### config.mk
export PLATFORM = sky130hd
export DESIGN_NAME = rgb48_unpack
export DESIGN_NICKNAME = d
export VERILOG_FILES = /design/src/rtl/rgb48_unpack.sv
export SDC_FILE = /design/constraint.sdc
export NUM_CORES = 1
export LEC_CHECK = 0
export CORE_AREA = 2 2 130 132
export CTS_BUF_LIST = sky130_fd_sc_hd__clkbuf_4 sky130_fd_sc_hd__clkbuf_8
export DETAILED_ROUTE_END_ITERATION = 16
export DIE_AREA = 0 0 132 134
export PLACE_DENSITY_LB_ADDON = 0.15
export RECOVER_POWER = 50
export SYNTH_ARGS = -nofsm -noshare
export SYNTH_HDL_FRONTEND = slang
export SYNTH_SLANG_ARGS = --single-unit
### constraint.sdc
create_clock -name I_pixel_clk -period 1.9 [get_ports I_pixel_clk]
set_clock_uncertainty 0.15 [all_clocks]
set_input_delay 0.285 -clock I_pixel_clk [delete_from_list [all_inputs] [get_ports I_pixel_clk]]
set_output_delay 0.285 -clock I_pixel_clk [all_outputs]
set_load 0.005 [all_outputs]
### src/rtl/rgb48_unpack.sv
// -----------------------------------------------------------------------------
// rgb48_unpack
//
// Stream unpacker. It takes 48-bit two-pixel words over a valid/ready
// handshake and emits one 24-bit pixel per clock. It regenerates DE, HSYNC
// and VSYNC on the way out.
//
// A word carrying sof produces a VSYNC pulse of VS_WIDTH clocks before its
// first pixel. A word carrying eol produces an HSYNC pulse of HS_WIDTH clocks
// after its second pixel. The HSYNC pulse is followed by one idle clock.
// Words accepted while the second pixel is on the output are emitted
// gap-free, so DE stays continuous within a line.
//
// Handshake: a word transfers on a rising edge where I_48rgb_valid and
// O_48rgb_ready are both high. While valid is high and ready is low, upstream
// holds data, sof and eol stable. sof/eol are ignored when valid is low.
//
// Parameters
//   LOW_FIRST : 1 emits bits [23:0] first, 0 emits bits [47:24] first
//   HS_WIDTH  : HSYNC pulse length in clocks (>= 1)
//   VS_WIDTH  : VSYNC pulse length in clocks (>= 1)
//
// Ports
//   I_pixel_clk   : pixel clock, rising edge
//   rst_n         : asynchronous active-low reset
//   I_pixel_data  : 48-bit two-pixel word
//   I_48rgb_valid : word valid
//   I_48rgb_sof   : word is first of frame (qualified by valid)
//   I_48rgb_eol   : word is last of line (qualified by valid)
//   O_48rgb_ready : word accepted on an edge where valid & ready
//   O_pixel_data  : output pixel, zero whenever DE is low
//   O_24rgb_de    : pixel valid
//   O_24rgb_hsync : active-high line sync
//   O_24rgb_vsync : active-high frame sync
//   O_fsm_state   : current FSM state (observability only)
// -----------------------------------------------------------------------------
module rgb48_unpack #(
    parameter int LOW_FIRST = 1,
    parameter int HS_WIDTH  = 4,
    parameter int VS_WIDTH  = 8
) (
    input  logic        I_pixel_clk,
    input  logic        rst_n,
    input  logic [47:0] I_pixel_data,
    input  logic        I_48rgb_valid,
    input  logic        I_48rgb_sof,
    input  logic        I_48rgb_eol,
    output logic        O_48rgb_ready,
    output logic [23:0] O_pixel_data,
    output logic        O_24rgb_de,
    output logic        O_24rgb_hsync,
    output logic        O_24rgb_vsync,
    output logic [2:0]  O_fsm_state
);

    localparam int MAX_W = (HS_WIDTH > VS_WIDTH) ? HS_WIDTH : VS_WIDTH;
    localparam int CW    = $clog2(MAX_W + 1);

    localparam logic [CW-1:0] HS_LOAD = CW'(HS_WIDTH - 1);
    localparam logic [CW-1:0] VS_LOAD = CW'(VS_WIDTH - 1);

    typedef enum logic [2:0] {
        S_IDLE = 3'd0,
        S_VS   = 3'd1,
        S_LO   = 3'd2,
        S_HI   = 3'd3,
        S_HS   = 3'd4
    } state_t;

    state_t        state_q;
    logic [47:0]   w_data_q;
    logic          w_sof_q;
    logic          w_eol_q;
    logic          full_q;
    logic [CW-1:0] cnt_q;

    logic          accept;

    function automatic logic [23:0] first_half(input logic [47:0] d);
        return (LOW_FIRST != 0) ? d[23:0] : d[47:24];
    endfunction

    function automatic logic [23:0] second_half(input logic [47:0] d);
        return (LOW_FIRST != 0) ? d[47:24] : d[23:0];
    endfunction

    // The holding register may refill on the same edge its second pixel
    // leaves. That is what keeps back-to-back words gap-free.
    assign O_48rgb_ready = !full_q || (state_q == S_HI);
    assign accept        = I_48rgb_valid && O_48rgb_ready;
    assign O_fsm_state   = state_q;

    always_ff @(posedge I_pixel_clk or negedge rst_n) begin
        if (!rst_n) begin
            state_q       <= S_IDLE;
            w_data_q      <= '0;
            w_sof_q       <= 1'b0;
            w_eol_q       <= 1'b0;
            full_q        <= 1'b0;
            cnt_q         <= '0;
            O_pixel_data  <= '0;
            O_24rgb_de    <= 1'b0;
            O_24rgb_hsync <= 1'b0;
            O_24rgb_vsync <= 1'b0;
        end else begin
            if (accept) begin
                w_data_q <= I_pixel_data;
                w_sof_q  <= I_48rgb_sof;
                w_eol_q  <= I_48rgb_eol;
                full_q   <= 1'b1;
            end

            case (state_q)
                S_IDLE: begin
                    // ready is low here whenever full_q is set, so W is stable.
                    if (full_q) begin
                        if (w_sof_q) begin
                            state_q       <= S_VS;
                            cnt_q         <= VS_LOAD;
                            O_24rgb_vsync <= 1'b1;
                        end else begin
                            state_q      <= S_LO;
                            O_24rgb_de   <= 1'b1;
                            O_pixel_data <= first_half(w_data_q);
                        end
                    end
                end

                S_VS: begin
                    if (cnt_q == '0) begin
                        state_q       <= S_LO;
                        O_24rgb_vsync <= 1'b0;
                        O_24rgb_de    <= 1'b1;
                        O_pixel_data  <= first_half(w_data_q);
                    end else begin
                        cnt_q <= cnt_q - 1'b1;
                    end
                end

                S_LO: begin
                    state_q      <= S_HI;
                    O_pixel_data <= second_half(w_data_q);
                end

                S_HI: begin
                    if (!accept) begin
                        full_q <= 1'b0;
                    end
                    if (w_eol_q) begin
                        // Any word taken on this edge waits in W until after the
                        // HSYNC pulse and the idle clock that follows it.
                        state_q       <= S_HS;
                        cnt_q         <= HS_LOAD;
                        O_24rgb_de    <= 1'b0;
                        O_pixel_data  <= '0;
                        O_24rgb_hsync <= 1'b1;
                    end else if (accept) begin
                        if (I_48rgb_sof) begin
                            state_q       <= S_VS;
                            cnt_q         <= VS_LOAD;
                            O_24rgb_de    <= 1'b0;
                            O_pixel_data  <= '0;
                            O_24rgb_vsync <= 1'b1;
                        end else begin
                            // W is only being loaded on this edge, so the first
                            // pixel comes straight from the input bus.
                            state_q      <= S_LO;
                            O_pixel_data <= first_half(I_pixel_data);
                        end
                    end else begin
                        state_q      <= S_IDLE;
                        O_24rgb_de   <= 1'b0;
                        O_pixel_data <= '0;
                    end
                end

                S_HS: begin
                    if (cnt_q == '0) begin
                        state_q       <= S_IDLE;
                        O_24rgb_hsync <= 1'b0;
                    end else begin
                        cnt_q <= cnt_q - 1'b1;
                    end
                end

                default: begin
                    state_q       <= S_IDLE;
                    O_24rgb_de    <= 1'b0;
                    O_24rgb_hsync <= 1'b0;
                    O_24rgb_vsync <= 1'b0;
                    O_pixel_data  <= '0;
                end
            endcase
        end
    end

endmodule

## Word-level counts from Yosys, hierarchy flattened

Cells that the tools add are included.

- $add $sub $neg: 1
- Equal/unequal tests: 17
- Muxes and demuxes: 41
- Bitwise operators: 3
- Reduce and logical (&&, ||, !) cells: 15

Operators by type and width:

| operator | count |
|---|---|
| $mux 24 | 6 |
| $pmux 24 s5 | 1 |
| $mux 4 | 6 |
| $ne 2x2->1 const B | 10 |
| $mux 1 | 16 |
| $mux 3 | 5 |
| $pmux 3 s5 | 1 |
| $pmux 4 s3 | 1 |
| $pmux 1 s4 | 2 |
| $reduce_and 7->1 | 1 |
| $eq 3x2->1 const B | 2 |
| $ne 3x3->1 const B | 2 |
| $reduce_and 3->1 | 2 |
| $reduce_and 6->1 | 1 |
| $reduce_and 5->1 | 1 |
| $logic_not 4->1 | 1 |
| $mux 2 | 2 |
| $ne 4x4->1 const B | 1 |
| $reduce_and 4->1 | 1 |
| $reduce_or 2->1 | 2 |
| $sub 4x1->4 const B | 1 |
| $eq 3x1->1 const B | 1 |
| $eq 3x3->1 const B | 1 |
| $logic_not 3->1 | 1 |
| other kinds (7) | 9 |

- Bits in registers: 85
- Input port bits: 53
- Output and inout port bits: 31
- Logic and storage cells: 87

## Longest topological paths before layout

Gate-level depths: netlist of the first run.

- Depth in word-level cells: 6
- Mapped depth: 7
- Mapped depth without buffers: 6

## Worst setup path after synthesis of the first run

No wires, ideal clock.

- Path kind: reg2reg
- Start point: reg cnt_q[0]
- End point: reg O_pixel_data[0]
- Setup time: 0.126 ns
- Arrival: 1.624 ns
- Required time: 1.624 ns
- Path slack: 0.000 ns
- Cell stages (with the launch flop): 8
- Buffers on the path: 1
- Period minus slack after synthesis: 1.900 ns
- Cells stage by stage: dfrtp_1 -> inv_1 -> ha_1 -> nor3b_4 -> o21a_1 -> nor3_2 -> buf_6 -> a221o_1

- Word-level cells in the longest chain between the ends: 3

RTL lines:

| what | RTL line | source |
|---|---|---|
| start, declared | 75 | `logic [CW-1:0] cnt_q;` |
| start signal, assigned | 136 | `cnt_q <= cnt_q - 1'b1;` |
| start signal, assigned | 182 | `cnt_q <= cnt_q - 1'b1;` |
| $logic_not 4->1 | 130 | `if (cnt_q == '0) begin` |
| $ne 2x2->1 (no source line) | -- |  |
| $reduce_and 4->1 (no source line) | -- |  |
| end signal, assigned | 124 | `O_pixel_data <= first_half(w_data_q);` |
| end signal, assigned | 134 | `O_pixel_data <= first_half(w_data_q);` |
| end signal, assigned | 142 | `O_pixel_data <= second_half(w_data_q);` |
| end, declared | 49 | `output logic [23:0] O_pixel_data,` |

Every way passes these cells.
A chain may end at the register's enable or synchronous reset.

## Worst setup path in the final report of the first run

- Start point: reg cnt_q[0]
- End point: reg O_pixel_data[6]

Same word-level chain as after synthesis.

==> results.sh, run 1 <==
export IMPL_status="finished, violations left"
export IMPL_violations="setup timing"
export IMPL_drt_wl_total_um=11740
export IMPL_drv_cap=0
export IMPL_clk_latency_ns=0.37
export IMPL_dominantRegCellSynth="dfrtp_1"
export IMPL_syn_area_per_cell_um2=12.32
export IMPL_syn_area_mm2=0.003991
export IMPL_cts_buffers_inserted=9
export IMPL_core_area_mm2=0.01629
export IMPL_synth_seq_area_share_pct=53.29
export IMPL_cts_root_buf="clkbuf_8"
export IMPL_ys_types=45
export IMPL_firstDrtPassIters=4
export IMPL_vias=3060
export IMPL_cts_buffer_depth=2
export IMPL_endpoint_kind="flip-flop"
export IMPL_synth_nets=379
export IMPL_power_density_mw_per_mm2=1850
export IMPL_rows=47
export IMPL_fin_cells=674
export IMPL_first_iter_violations=138
export IMPL_clkTransAtPathRegs_ns=0.09
export IMPL_slowest_delay_ns=0.40
export IMPL_grt_ovfl_total=0
export IMPL_place_area_mm2=0.005204
export IMPL_cp_top_family="compound AO/OA/AOI/OAI gates"
export IMPL_worst_pin_slew_ns=0.6668
export IMPL_ir_worst_vdd_uv=718.6
export IMPL_total_power_w=0.01089
export IMPL_setup_viol=18
export IMPL_power_leakage_nw=2.434
export IMPL_num_fill_cells=1640
export IMPL_slew_headroom_pct=55.55
export IMPL_ios=84
export IMPL_async_reset_ff_share_pct=100.0
export IMPL_die_y_um=134
export IMPL_drive_above_1_share_pct=32.82
export IMPL_period_minus_slack_ns=1.926
export IMPL_grt_setup_unrepaired="true"
export IMPL_ys_warn_count=0
export IMPL_grt_pass1_wl_um=18240
export IMPL_place_hpwl_um=7105
export IMPL_path_buf_inv=2
export IMPL_viasPerCell=4.540
export IMPL_wl_per_cell_um=17.41
export IMPL_arrival_ns=2.04
export IMPL_cp_max_fo=7
export IMPL_dieArea_mm2=0.01769
export IMPL_path_cells="inv_2 > ha_4 > nor3b_4 > o21a_1 > nor3_4 > buf_4 > a221o_1"
export IMPL_tns_ns=-0.2036
export IMPL_post_route_period_util_pct=101.4
export IMPL_drc=0
export IMPL_detail_route_antenna_nets=0
export IMPL_cp_data_required_time_ns=2.01
export IMPL_seq_area_mm2=0.002131
export IMPL_ys_ff_latch=85
export IMPL_dpl_cell_count=633
export IMPL_num_antenna_cells=0
export IMPL_grt_max_degree=51
export IMPL_antenna_found_initial=0
export IMPL_max_freq_ghz=0.5193
export IMPL_netlist_instances=324
export IMPL_clock_sinks=85
export IMPL_path_class="flip-flop to flip-flop"
export IMPL_grt_pass1_vias=3232
export IMPL_cp_slowest_cell="dfrtp_1"
export IMPL_fin_ws_ns=-0.02577
export IMPL_synth_edf_count=0
export IMPL_worst_hold_slack_ns=0.2955
export IMPL_start_util_pct=24.50
export IMPL_critPathLaunchType="flip-flop"
export IMPL_slew_viol_final=0
export IMPL_finalHoldViolCount=0
export IMPL_fin_nets=505
export IMPL_portBuffers=83
export IMPL_syn_to_final_growth_pct=47.52
export IMPL_cts_tree="built"
export IMPL_hold_path_class="primary input to asynchronous set/reset pin"
export IMPL_die_x_um=132
export IMPL_fin_area_mm2=0.005888
export IMPL_htreeDepth=3
export IMPL_gp_congestion=0.7619
export IMPL_multi_input_area_mm2=0.001819
export IMPL_grt_use_total_pct=13.33
==> layout by cell type, fill, tap and decap left out, types with 2 or more instances in the layout <==
master           netlist  layout
nand2_1                7       7
o21ai_0                3       3
mux2_2                48      40
inv_2                  0       2
bufinv_16              0       2
nor2_4                 0       4
a31oi_1                2       2
buf_8                  0       2
o21a_1                 2       2
clkdlybuf4s50_1        0      80
a221o_1               24      24
clkbuf_8               0      10
nor2_1                28      19
dfrtp_1               85      82
clkbuf_4               0       3
buf_4                  2      36
a211oi_1               4       3
mux2_4                 0       9
nor2b_1               27      26
buf_12                 0       6
dfrtp_2                0       3
nor2_2                 0       5
clkbuf_16              0       5
a21oi_1               27      27
nor3_1                 7       6
nand2b_1               3       3
buf_6                 11       4
o31ai_1                3       3
==> worst register-to-register path: cells and delay by family (launching register included) <==
family          cells  cell delay (ns)
compound gates      2             0.52
fa+ha+maj           1             0.13
buf+inv             2             0.27
flops               1             0.40
simple gates        2             0.36
==> Yosys cell counts, types with 3 or more instances <==
master     n  area (um2)
nand2_1    7       26.28
clkbuf_1   4       15.01
dfrtp_1   85        2127
o21ai_0    3       15.01
inv_1      3       11.26
a21oi_1   27       135.1
nand2b_1   3       18.77
a211oi_1   4       30.03
nor3_1     7       35.03
o31ai_1    3       22.52
nor2b_1   27       168.9
a221o_1   24       240.2
mux2_2    48       540.5
buf_2      5       25.02
buf_6     11       123.9
nor2_1    28       105.1
==> layout make-up <==
type	count	share of cell area (%)
Multi-Input combinational cell	213	30.90
Sequential cell	85	36.19
Inverter	3	0.1912
Clock inverter	3	1.169
Clock buffer	12	2.592
Timing Repair Buffer	138	24.29
Tap cell	220	4.675
==> cells by family after synthesis <==
family,synth area share [%]
DFF,53.29
buffers and inverters,4.859
AOI/OAI and AO/OA,14.51
and+or+nand+nor,12.13
muxes,14.36
xor gates and xnor gates,0.2195
adders and majority gates,0.6269
==> power breakdown <==
part | internal [W] | switching [W]
Combinational | 0.00349 | 0.00264
Clock | 0.000805 | 0.000689
Sequential | 0.00272 | 0.000542
Total | 0.00702 | 0.00387
==> per-layer routing <==
| layer | vias to the layer above | GRT usage [%] | share of wire [%] |
|---|---|---|---|
| li1 | 1436 | - | - |
| met1 | 1538 | 16.77 | 46 |
| met2 | 73 | 21.82 | 48 |
| met3 | 13 | 4.762 | 4.6 |
| met4 | 0 | 3.442 | 1.3 |
| met5 | - | 0 | 0 |
==> worst paths after layout <==
path,startpoint,endpoint,slack (ns),cells past startpoint
max,cnt_q[0],O_pixel_data[6],-0.03,7
max in group asynchronous,rst_n,w_data_q[10],0.19,3
min,rst_n,w_data_q[13],0.30,2
max reg2reg,cnt_q[0],O_pixel_data[6],-0.03,7
min reg2reg,w_data_q[21],w_data_q[21],0.35,1
min in group I_pixel_clk,w_data_q[21],w_data_q[21],0.35,1
==> per-stage QoR <==
| stage | utilization, % | setup WS [ns] |
|---|---|---|
| 3_3_place_gp | 31.95 | -0.09718 |
| 5_1_grt | 36.15 | -0.1110 |
| 3_5_place_dp | 31.95 | -0.09704 |
| 4_1_cts | 34.47 | -0.05411 |
| 2_1_floorplan | - | 0.0003136 |
| 6_report | 36.15 | -0.02577 |
==> flip-flops by register name, summed over array words and instances, names as in the netlist <==
signal	flops
w_eol_q	1
w_sof_q	1
O_24rgb_vsync	1
O_fsm_state	3
cnt_q	4
O_24rgb_hsync	1
full_q	1
O_pixel_data	24
w_data_q	48
O_24rgb_de	1
==> what timing repair did <==
item / CTS / global route
resized for setup: 25 / 29
buffers inserted: 14 / 5
hold buffers: 1 / 0
endpoints found under the setup margin: 28 / 50
pin swaps: 8 / 4
gates cloned: 1 / 6
endpoints found under the hold margin: 85 / 0
Power figures use the tool's default switching activity.
==> inputs of run 2 (changes only) <==
Settings changed: CAP_MARGIN from default to 20, CORE_AREA 2 2 130 132 to 2 2 95 97, DIE_AREA 0 0 132 134 to 0 0 97 99.
==> results.sh, run 2 (synthesis results as in run 1) <==
export IMPL_dpl_cell_count=527
export IMPL_drt_wl_total_um=10480
export IMPL_place_hpwl_um=6326
export IMPL_drv_cap=0
export IMPL_power_leakage_nw=2.360
export IMPL_power_density_mw_per_mm2=1850
export IMPL_htreeDepth=3
export IMPL_top_register="w_data_q"
export IMPL_clkPwrFrac_pct=11.6
export IMPL_grt_pass1_vias=3179
export IMPL_endpoint_kind="flip-flop"
export IMPL_drc=0
export IMPL_rows=34
export IMPL_period_minus_slack_ns=1.944
export IMPL_intPower_w=0.006582
export IMPL_reg_top3="w_data_q (48), O_pixel_data (24), cnt_q (4)"
export IMPL_p_seq_share_pct=31.3
export IMPL_clkTransAtPathRegs_ns=0.08
export IMPL_first_iter_violations=149
export IMPL_cts_tree="built"
export IMPL_grt_use_total_pct=21.92
export IMPL_critPathLaunchType="flip-flop"
export IMPL_cp_max_fo=10
export IMPL_final_util_pct=65.64
export IMPL_path_class="flip-flop to flip-flop"
export IMPL_worstRegToRegCells=9
export IMPL_num_antenna_cells=0
export IMPL_dieArea_mm2=0.009603
export IMPL_worst_pin_slew_ns=0.8566
export IMPL_viasPerCell=5.586
export IMPL_syn_to_final_growth_pct=40.63
export IMPL_finalHoldViolCount=0
export IMPL_die_x_um=97
export IMPL_p_sw_w=0.003803
export IMPL_rrSetupSlack_ns=-0.04
export IMPL_hold_path_class="flip-flop to flip-flop"
export IMPL_grt_setup_unrepaired="true"
export IMPL_grt_max_degree=34
export IMPL_worstReg2RegEnd="O_pixel_data[6]"
export IMPL_layout_common_cells="dfrtp_1, clkdlybuf4s50_1, mux2_2"
export IMPL_cts_root_buf="clkbuf_8"
export IMPL_combPwrFrac_pct=57.1
export IMPL_clock_sinks=85
export IMPL_cp_data_required_time_ns=1.98
export IMPL_final_common_cell="dfrtp_1"
export IMPL_largest_register_ffs=48
export IMPL_gp_congestion=0.7915
export IMPL_p_sw_share_pct=36.62
export IMPL_wl_per_cell_um=18.61
export IMPL_max_freq_ghz=0.5144
export IMPL_r2r_start="cnt_q[0]"
export IMPL_portBuffers=83
export IMPL_violations="setup timing"
export IMPL_antenna_found_initial=0
export IMPL_critPathLaunch="cnt_q[0]"
export IMPL_die_y_um=99
export IMPL_fin_nets=506
export IMPL_detail_route_antenna_nets=0
export IMPL_ir_worst_vdd_uv=934.2
export IMPL_vias=3145
export IMPL_firstDrtPassIters=4
export IMPL_drive_above_1_share_pct=32.75
export IMPL_status="finished, violations left"
export IMPL_fin_cells=563
export IMPL_grt_ovfl_total=0
export IMPL_cts_buffers_inserted=9
export IMPL_core_area_mm2=0.008551
export IMPL_clk_latency_ns=0.35
export IMPL_start_util_pct=46.68
export IMPL_slew_viol_final=0
export IMPL_slew_headroom_pct=42.90
export IMPL_fin_ws_ns=-0.04398
export IMPL_ios=84
export IMPL_setup_viol=22
export IMPL_arrival_ns=2.03
export IMPL_grt_pass1_wl_um=16600
export IMPL_setup_worst_path_end="O_pixel_data[6]"
export IMPL_post_route_period_util_pct=102.3
export IMPL_cts_buffer_depth=2
run 2: stage by stage:
step / setup WS, ns / setup TNS, ns / instance area (um2) / hold slack, ns / total power, W
4_1_cts: -0.05227 / -0.5288 / 5484 / 0.2853 / 0.009884
3_3_place_gp: -0.3447 / -12.04 / 5107 / 0.1229 / 0.008033
6_report: -0.04398 / -0.5107 / 5613 / 0.3348 / 0.01039
2_1_floorplan: 0.0003136 / 0 / 3991 / -0.1606 / 0.006409
5_1_grt: -0.08782 / -2.621 / 5613 / 0.3658 / 0.01106
3_5_place_dp: -0.3771 / -11.75 / 5107 / 0.1260 / 0.008189
run 2: layout make-up:
| type | instances | area [um2] |
|---|---|---|
| fillers | 687 | 2938 |
| flip-flops and latches | 85 | 2131 |
| inverters | 3 | 11.26 |
| multi-input cells | 214 | 1802 |
| clock buffers | 12 | 158.9 |
| well taps | 108 | 135.1 |
| repair buffers | 138 | 1354 |
| clock inverters | 3 | 21.27 |
run 2: critical path: stages (launching register included):
cell and delay (ns):
dfrtp_1 0.37, inv_2 0.06, ha_4 0.15, nor3b_4 0.14
buf_6 0.12, a311oi_4 0.20, buf_6 0.17, buf_12 0.14
nor2_1 0.05, a221o_1 0.26
run 2: how the worst min path moves through the flow:
stage                 endpoint  cells after the start    startpoint
6_report           w_data_q[8]                      1   w_data_q[8]
5_1_grt           w_data_q[13]                      1  w_data_q[13]
4_1_cts        O_pixel_data[9]                      2         rst_n
3_5_place_dp   O_pixel_data[9]                      1         rst_n
3_3_place_gp      w_data_q[33]                      1         rst_n
2_1_floorplan       O_24rgb_de                      0         rst_n
run 2: per-layer routing:
layer	wire [um]	GRT usage (%)	vias up
li1	-	-	1437
met1	4726	29.17	1607
met2	5121	36.54	92
met3	512	4.610	9
met4	119	6.392	0
met5	0	0	-
run 2: power by group through the flow:
stage                     sequential, W  clock (W)  combinational [W]
final                           0.00326    0.00120            0.00593
after global routing            0.00336    0.00131            0.00639
after detailed placement        0.00332          0            0.00487
after CTS                       0.00324    0.00123            0.00541
after floorplan                 0.00318          0            0.00323
after global placement          0.00330          0            0.00473
run 2: timing repair:
| action | in CTS | in global routing |
|---|---|---|
| hold buffers | 1 | 0 |
| setup buffers | 16 | 2 |
| cloned | 2 | 3 |
| endpoints found under the setup margin | 78 | 65 |
| endpoints found under the hold margin | 31 | 0 |
| gates resized for setup | 13 | 27 |
| pin swaps | 6 | 10 |
